===== src/rtl/mmu_cir_if.sv =====
// MC68851-style coprocessor-interface (CIR) slave: CPU-space decode, command FIFO,
// response/operand registers, abort/flush. Optional bus errors: define MMU_CIR_BERR_EN.
module mmu_cir_if #(
    parameter logic [2:0]  CPID        = 3'b000,
    parameter int          CMD_DEPTH   = 4,
    parameter int          WAIT_STATES = 0,
    parameter logic [15:0] RESP_RST    = 16'h0802
) (
    input  logic        clk_i,
    input  logic        rst_i,
    input  logic [31:0] cpu_addr_i,
    input  logic [31:0] cpu_dat_i,
    output logic [31:0] cpu_dat_o,
    input  logic        cyc_i,
    input  logic        stb_i,
    input  logic        we_i,
    input  logic [2:0]  fc_i,
    output logic        ack_o,
    output logic        err_o,
    output logic        cmd_valid_o,
    output logic [15:0] cmd_o,
    input  logic        cmd_ready_i,
    input  logic        resp_we_i,
    input  logic [15:0] resp_i,
    output logic        opnd_valid_o,
    output logic [31:0] opnd_o,
    input  logic        opnd_ready_i,
    input  logic        opnd_we_i,
    input  logic [31:0] opnd_i,
    output logic        abort_o
);

`ifdef MMU_CIR_BERR_EN
    localparam bit BERR = 1'b1;
`else
    localparam bit BERR = 1'b0;
`endif

    localparam int         AW = (CMD_DEPTH > 2) ? $clog2(CMD_DEPTH) : 1;
    localparam logic [2:0] WS = 3'(WAIT_STATES);

    typedef enum logic [1:0] {ST_IDLE, ST_WAIT, ST_ACK, ST_DONE} state_t;

    state_t        state_q, state_d;
    logic [2:0]    wait_cnt_q, wait_cnt_d;
    logic [3:0]    stall_cnt_q, stall_cnt_d;
    logic          ack_q, ack_d;
    logic          err_q, err_d;
    logic          abort_q, abort_d;
    logic [31:0]   dat_q, dat_d;
    logic [15:0]   resp_q, resp_d;
    logic [31:0]   opnd_q, opnd_d;
    logic          opnd_valid_q, opnd_valid_d;
    logic [31:0]   rb_q, rb_d;
    logic [AW:0]   wr_ptr_q, wr_ptr_d;
    logic [AW:0]   rd_ptr_q, rd_ptr_d;
    logic [15:0]   cmd_mem [CMD_DEPTH];

    logic        cs;
    logic [3:0]  idx;
    logic        is_resp, is_ctrl, is_cmd, is_opnd;
    logic        bad_acc, berr_acc;
    logic        fifo_empty, fifo_full, cmd_pop;
    logic        cmd_stall, opnd_stall, stall, timeout;
    logic        finish, finish_err, finish_ok;
    logic        do_push, do_opnd_wr, do_flush;
    logic [31:0] rd_data;
    logic        unused_addr;

    assign unused_addr = ^{cpu_addr_i[31:20], cpu_addr_i[12:5], cpu_addr_i[0]};

    assign cs = cyc_i & stb_i & (fc_i == 3'b111) & (cpu_addr_i[19:16] == 4'b0010)
              & (cpu_addr_i[15:13] == CPID);
    assign idx     = cpu_addr_i[4:1];
    assign is_resp = (idx == 4'd0);
    assign is_ctrl = (idx == 4'd1);
    assign is_cmd  = (idx == 4'd5);
    assign is_opnd = (idx == 4'd8);

    // Wrong direction: writing the response CIR, reading control or command CIRs.
    assign bad_acc  = ~(is_resp | is_ctrl | is_cmd | is_opnd) | (is_resp & we_i)
                    | ((is_ctrl | is_cmd) & ~we_i);
    assign berr_acc = BERR & bad_acc;

    assign fifo_empty = (wr_ptr_q == rd_ptr_q);
    assign fifo_full  = (wr_ptr_q[AW] != rd_ptr_q[AW]) && (wr_ptr_q[AW-1:0] == rd_ptr_q[AW-1:0]);
    assign cmd_pop    = ~fifo_empty & cmd_ready_i;

    // A pop in the same cycle frees the slot, so a full FIFO does not stall then.
    assign cmd_stall  = is_cmd & we_i & fifo_full & ~cmd_pop;
    assign opnd_stall = is_opnd & we_i & opnd_valid_q & ~opnd_ready_i;
    assign stall      = cmd_stall | opnd_stall;
    assign timeout    = BERR & cmd_stall & (stall_cnt_q == 4'hF);

    assign finish     = (state_q == ST_WAIT) & cs & (wait_cnt_q == 3'd0) & (~stall | timeout);
    assign finish_err = finish & (berr_acc | timeout);
    assign finish_ok  = finish & ~finish_err;
    assign do_push    = finish_ok & is_cmd & we_i;
    assign do_opnd_wr = finish_ok & is_opnd & we_i;
    assign do_flush   = finish_ok & is_ctrl & we_i & cpu_dat_i[1];

    always_comb begin
        rd_data = 32'd0;
        if (is_resp)
            rd_data = {16'd0, resp_q};
        else if (is_opnd)
            rd_data = rb_q;
    end

    always_comb begin
        state_d     = state_q;
        wait_cnt_d  = wait_cnt_q;
        stall_cnt_d = stall_cnt_q;
        case (state_q)
            ST_IDLE: begin
                if (cs) begin
                    state_d     = ST_WAIT;
                    wait_cnt_d  = WS;
                    stall_cnt_d = 4'd0;
                end
            end
            ST_WAIT: begin
                if (!cs)
                    state_d = ST_IDLE;
                else if (wait_cnt_q != 3'd0)
                    wait_cnt_d = wait_cnt_q - 3'd1;
                else if (finish)
                    state_d = ST_ACK;
                else if (stall_cnt_q != 4'hF)
                    stall_cnt_d = stall_cnt_q + 4'd1;
            end
            ST_ACK:  state_d = (cyc_i & stb_i) ? ST_DONE : ST_IDLE;
            ST_DONE: if (!(cyc_i & stb_i)) state_d = ST_IDLE;
            default: state_d = ST_IDLE;
        endcase
    end

    always_comb begin
        ack_d        = finish_ok;
        err_d        = finish_err;
        abort_d      = do_flush;
        dat_d        = (finish_ok & ~we_i) ? rd_data : dat_q;
        rb_d         = opnd_we_i ? opnd_i : rb_q;
        opnd_d       = do_opnd_wr ? cpu_dat_i : opnd_q;
        resp_d       = resp_q;
        opnd_valid_d = opnd_valid_q;
        wr_ptr_d     = wr_ptr_q;
        rd_ptr_d     = rd_ptr_q;
        // Flush wins over every concurrent push, pop and response load.
        if (do_flush) begin
            resp_d       = RESP_RST;
            opnd_valid_d = 1'b0;
            wr_ptr_d     = '0;
            rd_ptr_d     = '0;
        end else begin
            if (resp_we_i)
                resp_d = resp_i;
            if (do_opnd_wr)
                opnd_valid_d = 1'b1;
            else if (opnd_valid_q & opnd_ready_i)
                opnd_valid_d = 1'b0;
            if (do_push)
                wr_ptr_d = wr_ptr_q + 1'b1;
            if (cmd_pop)
                rd_ptr_d = rd_ptr_q + 1'b1;
        end
    end

    always_ff @(posedge clk_i) begin
        if (rst_i) begin
            state_q      <= ST_IDLE;
            wait_cnt_q   <= 3'd0;
            stall_cnt_q  <= 4'd0;
            ack_q        <= 1'b0;
            err_q        <= 1'b0;
            abort_q      <= 1'b0;
            dat_q        <= 32'd0;
            resp_q       <= RESP_RST;
            opnd_q       <= 32'd0;
            opnd_valid_q <= 1'b0;
            rb_q         <= 32'd0;
            wr_ptr_q     <= '0;
            rd_ptr_q     <= '0;
        end else begin
            state_q      <= state_d;
            wait_cnt_q   <= wait_cnt_d;
            stall_cnt_q  <= stall_cnt_d;
            ack_q        <= ack_d;
            err_q        <= err_d;
            abort_q      <= abort_d;
            dat_q        <= dat_d;
            resp_q       <= resp_d;
            opnd_q       <= opnd_d;
            opnd_valid_q <= opnd_valid_d;
            rb_q         <= rb_d;
            wr_ptr_q     <= wr_ptr_d;
            rd_ptr_q     <= rd_ptr_d;
        end
    end

    always_ff @(posedge clk_i) begin
        if (do_push)
            cmd_mem[wr_ptr_q[AW-1:0]] <= cpu_dat_i[15:0];
    end

    assign cpu_dat_o    = dat_q;
    assign ack_o        = ack_q;
    assign err_o        = BERR ? err_q : 1'b0;
    assign abort_o      = abort_q;
    assign cmd_valid_o  = ~fifo_empty;
    assign cmd_o        = cmd_mem[rd_ptr_q[AW-1:0]];
    assign opnd_valid_o = opnd_valid_q;
    assign opnd_o       = opnd_q;

endmodule


===== config.mk =====
export PLATFORM = sky130hd
export DESIGN_NAME = mmu_cir_if
export DESIGN_NICKNAME = d
export VERILOG_FILES = /design/src/rtl/mmu_cir_if.sv
export SDC_FILE = /design/constraint.sdc
export NUM_CORES = 1
export LEC_CHECK = 0
export CAP_MARGIN = 0
export CORE_MARGIN = 1
export CORE_UTILIZATION = 48
export CTS_CLUSTER_SIZE = 25
export DETAILED_ROUTE_END_ITERATION = 12
export PLACE_DENSITY = 0.77
export SLEW_MARGIN = 0
export SYNTH_ARGS = -nofsm -noshare
export SYNTH_HDL_FRONTEND = slang
export SYNTH_SLANG_ARGS = --single-unit

===== constraint.sdc =====
create_clock -name clk_i -period 3.1 [get_ports clk_i]
set_input_delay 0.775 -clock clk_i [delete_from_list [all_inputs] [get_ports clk_i]]
set_output_delay 0.775 -clock clk_i [all_outputs]
set_load 0.05 [all_outputs]

Word-level counts from Yosys, hierarchy flattened
Memory sizes are Yosys's and may differ from the RTL's. A register that Yosys moved wholly into a read port is not among the register bits.
Index checks and enable logic that the tools add are counted.
{ "word_totals": {"regBits": 126, "ramBits": 64, "in_bits": 124, "output_inout_bits": 85, "word_cells": 91, "n_memories": 1} }
{ "classes": {"n_addsub": 3, "n_eq_ne": 17, "muxes": 19, "bitwise": 29, "n_reduce_logical": 11} }
{ "mem_list": {"columns": ["memory", "depth", "word_bits", "read_ports", "rd_clocked_by_memory_dff", "wr", "line", "text"], "rows": [
  ["cmd_mem", 4, 16, 1, 1, 1, "57", "logic [15:0] cmd_mem [CMD_DEPTH];"]
]} }
{ "ops": {"columns": ["operator", "n"], "rows": [
  ["$mux W32", 2],
  ["$and A1 B1 Y1", 23],
  ["$mux W2", 8],
  ["$mux W3", 3],
  ["$pmux W2 S4", 1],
  ["$reduce_and A4 Y1", 2],
  ["$add A3 B1 Y3 const B", 2],
  ["$logic_not A3 Y1", 2],
  ["$ne A2 B2 Y1 const B", 3],
  ["$ne A3 B3 Y1 const B", 2],
  ["$pmux W3 S2", 1],
  ["$not A1 Y1", 5],
  ["$eq A2 B2 Y1 const B", 2],
  ["$eq A4 B1 Y1 const B", 1],
  ["$eq A4 B2 Y1 const B", 1],
  ["$eq A4 B3 Y1 const B", 1],
  ["$eq A4 B4 Y1 const B", 1],
  ["$logic_not A4 Y1", 1],
  ["$mux W1", 4],
  ["$reduce_bool A2 Y1", 2],
  ["$eq A3 B3 Y1", 1],
  ["$eq A3 B3 Y1 const B", 1],
  ["$reduce_bool A3 Y1", 1],
  ["$sub A3 B1 Y3 const B", 1],
  ["8 further kinds", 8]
]} }

Longest topological paths before layout
Gate-level depths: netlist of run 1.
{ "logic_depth": {"ltp_word": 13, "mapped_depth": 8} }

Least setup slack after synthesis of run 1
Ideal clock, no wire load.
{ "synth_path": {"path_kind": "input-to-reg", "start": "input port cpu_addr_i[16]", "end": "memory cmd_mem[3][0], enable pin", "arrival_time_ps": 2499, "t_required_ps": 2726, "setup_slack_ps": 227, "path_stages": 4, "path_cell_list": "or4_4 nor4_4 o2111a_1 and2_1"} }
{ "synth_between": {"elab_chain_len": 10} }
{ "synth_lines": {"columns": ["item", "line", "text"], "rows": [
  ["from (decl)", "11", "input logic [31:0] cpu_addr_i,"],
  ["$eq A4 B2 Y1", "72", "assign cs = cyc_i & stb_i & (fc_i == 3'b111) & (cpu_addr_i[19:16] == 4'b0010)"],
  ["$and A1 B1 Y1", "72", null],
  ["$and A1 B1 Y1", "73", "& (cpu_addr_i[15:13] == CPID);"],
  ["$and A1 B1 Y1 (3 in a row)", "95", "assign finish = (state_q == ST_WAIT) & cs & (wait_cnt_q == 3'd0) & (~stall | timeout);"],
  ["$and A1 B1 Y1 (2 in a row)", "98", "assign do_push = finish_ok & is_cmd & we_i;"],
  ["$mux W1", "202", "if (do_push)"],
  ["$mux W1 (implied by the code)", "203", "cmd_mem[wr_ptr_q[AW-1:0]] <= cpu_dat_i[15:0];"],
  ["to (decl)", "57", null]
]} }
No other way between the ends.

Final worst setup path of run 1
{ "layout_path": {"start": "register wr_ptr_q[0]", "end": "output port cmd_valid_o"} }
{ "layout_between": {"elab_chain_len": 2} }
{ "layout_lines": {"columns": ["item", "line", "text"], "rows": [
  ["from (decl)", "55", "logic [AW:0] wr_ptr_q, wr_ptr_d;"],
  ["from (signal assigned)", "196", "wr_ptr_q <= wr_ptr_d;"],
  ["$eq A3 B3 Y1", "85", "assign fifo_empty = (wr_ptr_q == rd_ptr_q);"],
  ["$not A1 Y1", "210", "assign cmd_valid_o = ~fifo_empty;"],
  ["to (decl)", "20", "output logic cmd_valid_o,"]
]} }
No other way between the ends.

==> impl_metrics.ini, run 1 <==
[status]
status = finished clean

[clocking]
clk_path_buf_depth = 2
htreeDepth = 4
cts_root_buffer = clkbuf_16
clock-sinks = 192
cts_tree = built
clk_pin_slew_ns = 0.06
clock_latency_ns = 0.42
cts_hold_buf = 0
cts_buffers = 17
cts_setup_buffers = 0
cts_resized = 0

[global_routing]
grt_first_pass_wirelength_um = 27770
grt_util_all_layers_pct = 22.41
grt_max_degree = 83
grt_pass1_vias = 5561
antenna_found_initial = 1
overflow = 0

[final_layout]
fillCellCount = 1118
layout_commonest_cell = clkdlybuf4s50_1
drive_gt1_share_pct = 13.05
stdcell_count = 1032
final_net_count = 961
utilization_pct = 67.11
most-common-layout-cells = clkdlybuf4s50_1, dfxtp_1, nand2_1, edfxtp_1, nor2_1
syn2layout_area_growth_pct = 37.32

[synthesis]
synth_area_leaders = dfxtp_1, edfxtp_1, mux2i_1, nand2_1, mux4_2
yosys.area.top_type = dfxtp_1
yosysSeqAreaShare_pct = 60.58
synth_seq_cells = 192
synth_cells = 643
ys_warn_count = 0
syn-mean-instance-area_um2 = 11.51
synth_area_um2 = 7402
synth_nets = 774
synth_cell_types = 45
synth_top_area_share_pct = 34.62

[critical_path]
cp.arrival_ns = 2.23
worstPathRequired_ns = 2.32
worst_setup_path_end_kind = primary output
worst-path-max-fanout = 5
r2r_end = cpu_dat_o[19]
slowest_delay_ns = 0.70
regToRegSetupSlack_ns = 0.71
timing.rr.start = state_q[1]
slowest_stage = clkdlybuf4s50_1
path_class = reg2out
path_cells = xnor2_1 -> nand2_1 -> or2_2 -> clkdlybuf4s50_1
startpoint_type = flop
reg2reg_depth = 7

[floorplan]
dieWidth_um = 126.2
die_area_um2 = 15920
rows = 45
die_y_um = 126.2
core_um2 = 15150
start_util_pct = 48.87
ios = 209

[sta]
slew_headroom_pct = 50.35
whs_ns = 0.4553
setup_viol = 0
period_minus_slack_ns = 3.009
slew_violations = 0
hold_violations = 0
worst_pin_slew_ns = 0.7437
max_freq_mhz = 332.4
fin_crit_sh_pct = 97.05
setup_tns_ns = 0
finClkSkew_ns = 0.008833
rsz0062_at_grt = no

[placement]
gp_congestion = 0.7399
placed_cells = 999
dp_hpwl_um = 11720
portBuffers = 186

[hold_path]
holdPathStages = 2
worstHoldStart = opnd_o[0]
min_to = opnd_o[0]
holdCritPathClass = reg2reg

[detailed_routing]
drt-vias-per-instance = 5.266
wire_per_inst_um = 16.56
drc = 0
vias = 5434
firstDrtPassIters = 4
routed_wl_um = 17090
drt_iter0_markers = 212
drtAntennaViolNets = 0

[job]
cap_violations = 0

[power_and_ir_drop]
vdd_drop_max_v = 0.0004148
p_per_area_nw_per_um2 = 496.2
p_leak_nw = 3.642
p_total_w = 0.005043
area by class of cell:
class	count	area, µm²	share of cell area (%)
diodes	1	2.502	0.02462
clock buffers	26	531.8	5.231
clock inverters	6	42.54	0.4185
inverters	7	26.28	0.2585
multi-input cells	403	2745	27.01
flip-flops and latches	192	4484	44.12
well taps	188	235.2	2.314
repair buffers	209	2097	20.63
worst max path at each step:
stage,start,endpoint,slack (ns)
after floorplan,cpu_addr_i[16],cmd_mem[3][0],0.23
after global placement,stb_i,cpu_dat_o[16],-0.09
after detailed placement,stb_i,cpu_dat_o[9],-0.09
after CTS,wr_ptr_q[0],cmd_valid_o,0.09
after global routing,wr_ptr_q[0],cmd_valid_o,0.03
final,wr_ptr_q[0],cmd_valid_o,0.09
worst max-delay path, delay by kind of cell (launching register included):
kind          cells  cell delay (ns)
xor+xnor          1             0.21
flops             1             0.46
buf+inv           1             0.70
simple gates      2             0.43
state kept, by name (all words and copies together), names as in the netlist, named ones only:
| register | cells |
|---|---|
| wr_ptr_q | 3 |
| rd_ptr_q | 3 |
| cmd_mem | 64 |
| wait_cnt_q | 3 |
| opnd_o | 32 |
| cpu_dat_o | 32 |
| state_q | 2 |
| opnd_valid_o | 1 |
| ack_o | 1 |
| abort_o | 1 |
| rb_q | 32 |
| resp_q | 16 |
cell families after synthesis:
kind of cell	Yosys count	synth area share [%]
flip-flops	192	60.58
AND/OR/NAND/NOR	224	14.54
XOR/XNOR	6	0.7101
buffers and inverters	48	2.654
AO/OA/AOI/OAI	85	6.491
adder cells (fa/ha/maj)	7	1.183
other	1	0.05066
multiplexers	80	13.79
Yosys cell counts:
cell and instances:
dfxtp_1 128, nand2_1 106, edfxtp_1 64, nor2_1 53, mux2i_1 48, a21oi_1 39, nand3b_1 34, o21ai_0 33
clkbuf_1 31, mux2_2 16, mux4_2 16, ha_1 7, inv_1 7, and2_1 5, or3_1 5, buf_2 4
buf_1 3, buf_4 3, nand2b_1 3, nor2b_1 3, xnor2_1 3, xor2_1 3, a211o_1 2, nand4_1 2
nor3_1 2, o2111a_1 2, o2111ai_1 2, o21ai_1 2, a21bo_2 1, and3_1 1, and3b_1 1, conb_1 1
nand3_1 1, nand4b_1 1, nor2_2 1, nor4_1 1, nor4_4 1, nor4bb_1 1, o2111ai_2 1, o211ai_1 1
o21bai_2 1, o31a_1 1, or2_2 1, or4_4 1, or4bb_1 1
power by group:
group / internal, W / total [W] / switching, W
registers: 0.00263 / 0.00265 / 0.0000191
logic: 0.000185 / 0.000305 / 0.000120
clock network: 0.00119 / 0.00209 / 0.000893
total: 0.00401 / 0.00504 / 0.00103
per-stage QoR:
stage                     setup slack [ns]  area, µm²
final                              0.09144      10160
after global routing               0.02521      10160
after CTS                          0.08617      10160
after detailed placement          -0.09190       9588
after global placement            -0.09399       9588
after floorplan                     0.2275       7402
per-layer routing:
| layer | GRT usage, % | up-vias | part of all wire, % |
|---|---|---|---|
| li1 | - | 2624 | - |
| met1 | 26.44 | 2613 | 42 |
| met2 | 37.63 | 179 | 48 |
| met3 | 9.218 | 18 | 9.0 |
| met4 | 6.166 | 0 | 1.3 |
| met5 | 0 | - | 0 |
Power figures use the tool's default switching activity.
==> run 2, diff against run 1 <==
--- a/config.mk
+++ b/config.mk
@@ -5,12 +5,13 @@
 export SDC_FILE = /design/constraint.sdc
 export NUM_CORES = 1
 export LEC_CHECK = 0
-export CAP_MARGIN = 0
+export CAP_MARGIN = 20
 export CORE_MARGIN = 1
 export CORE_UTILIZATION = 48
 export CTS_CLUSTER_SIZE = 25
 export DETAILED_ROUTE_END_ITERATION = 12
 export PLACE_DENSITY = 0.77
+export SKIP_LAST_GASP = 1
 export SLEW_MARGIN = 0
 export SYNTH_ARGS = -nofsm -noshare
 export SYNTH_HDL_FRONTEND = slang
==> results of run 2 <==
Final layout, timing and power as in run 1 (identical DEF).
==> run 3, diff against run 2 <==
--- a/config.mk
+++ b/config.mk
@@ -6,8 +6,11 @@
 export NUM_CORES = 1
 export LEC_CHECK = 0
 export CAP_MARGIN = 20
+export CELL_PAD_IN_SITES_DETAIL_PLACEMENT = 1
+export CELL_PAD_IN_SITES_GLOBAL_PLACEMENT = 1
 export CORE_MARGIN = 1
-export CORE_UTILIZATION = 48
+export CORE_UTILIZATION = 37
+export CTS_CLUSTER_DIAMETER = 200
 export CTS_CLUSTER_SIZE = 25
 export DETAILED_ROUTE_END_ITERATION = 12
 export PLACE_DENSITY = 0.77
==> impl_metrics.ini, run 3 (synthesis gave the netlist of run 1 again) <==
[power_and_ir_drop]
swShare_pct = 21.07
pwr-share-clk_pct = 43.5
combinationalPowerShare_pct = 5.9
p_leak_nw = 3.683
power.switching_w = 0.001104
power_frac_seq_pct = 50.6
internal-power_w = 0.004135
p_per_area_nw_per_um2 = 508.9
vdd_drop_max_v = 0.0004184
p_total_w = 0.005239

[sta]
finClkSkew_ns = 0.009135
max_freq_mhz = 380.0
worst_pin_slew_ns = 0.5650
rsz0062_at_grt = no
period_minus_slack_ns = 2.631
setup_viol = 0
worst_slack_ns = 0.4686
whs_ns = 0.4511
fin_crit_sh_pct = 84.88
slew_violations = 0
hold_violations = 0
slew_headroom_pct = 62.22
setup_tns_ns = 0

[clocking]
clk_pin_slew_ns = 0.07
cts_setup_buffers = 0
cts_hold_buf = 0
cts_root_buffer = clkbuf_16
clock-sinks = 192
clock_latency_ns = 0.43
cts_resized = 0
clk_path_buf_depth = 2
cts_buffers = 17
cts_tree = built
htreeDepth = 4

[critical_path]
worstPathRequired_ns = 3.45
crit_buf_inv = 3
slowest_delay_ns = 0.55
crit_family = simple AND/OR/NAND/NOR gates
slowest_stage = or4_4
path_class = in2reg
path_cells = clkdlybuf4s50_1 -> or4_4 -> nor4_4 -> buf_4 -> o2111a_1 -> buf_4 -> nand2_1 -> a21oi_1
startpoint_type = input pin
cp.arrival_ns = 2.98
worst_setup_path_end_kind = flop
crit_top_cell = buf_4
worst-path-max-fanout = 18

[detailed_routing]
routed_wl_um = 19900
drc = 0
wire_per_inst_um = 17.96
drtAntennaViolNets = 0
firstDrtPassIters = 4
drt_iter0_markers = 141
vias = 5486
drt-vias-per-instance = 4.951

[global_routing]
grt_max_degree = 65
antenna_found_initial = 1
grt_first_pass_wirelength_um = 31460
grt_pass1_vias = 6040
overflow = 0
grt_util_all_layers_pct = 20.21

[final_layout]
regArea_um2 = 4484
multi_input_area_um2 = 2745
syn2layout_area_growth_pct = 39.06
most-common-layout-cells = clkdlybuf4s50_1, dfxtp_1, nand2_1, edfxtp_1, nor2_1
final_net_count = 961
largest_reg_flops = 64
drive_gt1_share_pct = 13.29
stdcell_count = 1108
diodes = 0
fillCellCount = 2080
layout_commonest_cell = clkdlybuf4s50_1

[floorplan]
die_area_um2 = 20580
die_y_um = 143.4
core_um2 = 19530
rows = 51
dieWidth_um = 143.4
ios = 209
start_util_pct = 37.91

[placement]
place_ws_ns = 0.004301
dp_hpwl_um = 14020
portBuffers = 186
gp_congestion = 0.7719
placed_cells = 1076

[status]
status = finished clean

[hold_path]
holdCritPathClass = reg2reg

[job]
cap_violations = 0
run 3: changes by cell type in the layout (fill, tap and decap cells not counted), sizes merged:
cell	delta
clkbuf	-4
bufinv	+2
dlymetal6s2s	+1
inv	+2
clkdlybuf4s50	-1
diode	-1
run 3: power by group through the flow:
stage / logic, W / registers [W] / clock network [W]
2_1_floorplan: 0.000129 / 0.00270 / 0
6_report: 0.000311 / 0.00265 / 0.00228
4_1_cts: 0.000315 / 0.00265 / 0.00233
5_1_grt: 0.000335 / 0.00265 / 0.00244
3_3_place_gp: 0.000299 / 0.00270 / 0
3_5_place_dp: 0.000313 / 0.00271 / 0
run 3: metrics by stage:
step	utilization (%)	cell area [µm²]
finish	52.72	10290
global route	52.72	10290
CTS	52.70	10290
detailed placement	49.55	9674
global placement	49.55	9674
floorplan	-	7402
run 3: layer usage:
metal	wire length (µm)	GRT usage (%)
met1	7978	22.18
met2	10100	36.25
met3	1601	7.631
met4	215	5.543
met5	0	0
run 3: final cells by class:
| cell class | count | area share, % |
|---|---|---|
| clock buffer | 22 | 4.826 |
| clock inverter | 10 | 1.167 |
| inverter | 7 | 0.2553 |
| multi-input combinational | 403 | 26.67 |
| sequential | 192 | 43.56 |
| tap | 265 | 3.221 |
| timing repair buffer | 209 | 20.30 |
run 3: worst reg2reg max path: stages (launching register included):
cell	delay, ns
dfxtp_1	0.33
or4_4	0.57
nor4_4	0.28
buf_4	0.21
o2111a_1	0.25
buf_4	0.25
nand2_1	0.09
a21oi_1	0.18
run 3: final timing paths:
path	from	endpoint	slack, ns	cells past startpoint
max	cpu_addr_i[16]	opnd_o[20]	0.47	8
min	opnd_o[24]	opnd_o[24]	0.45	2
max reg2reg	state_q[1]	opnd_o[20]	0.88	7
min reg2reg	opnd_o[24]	opnd_o[24]	0.45	2
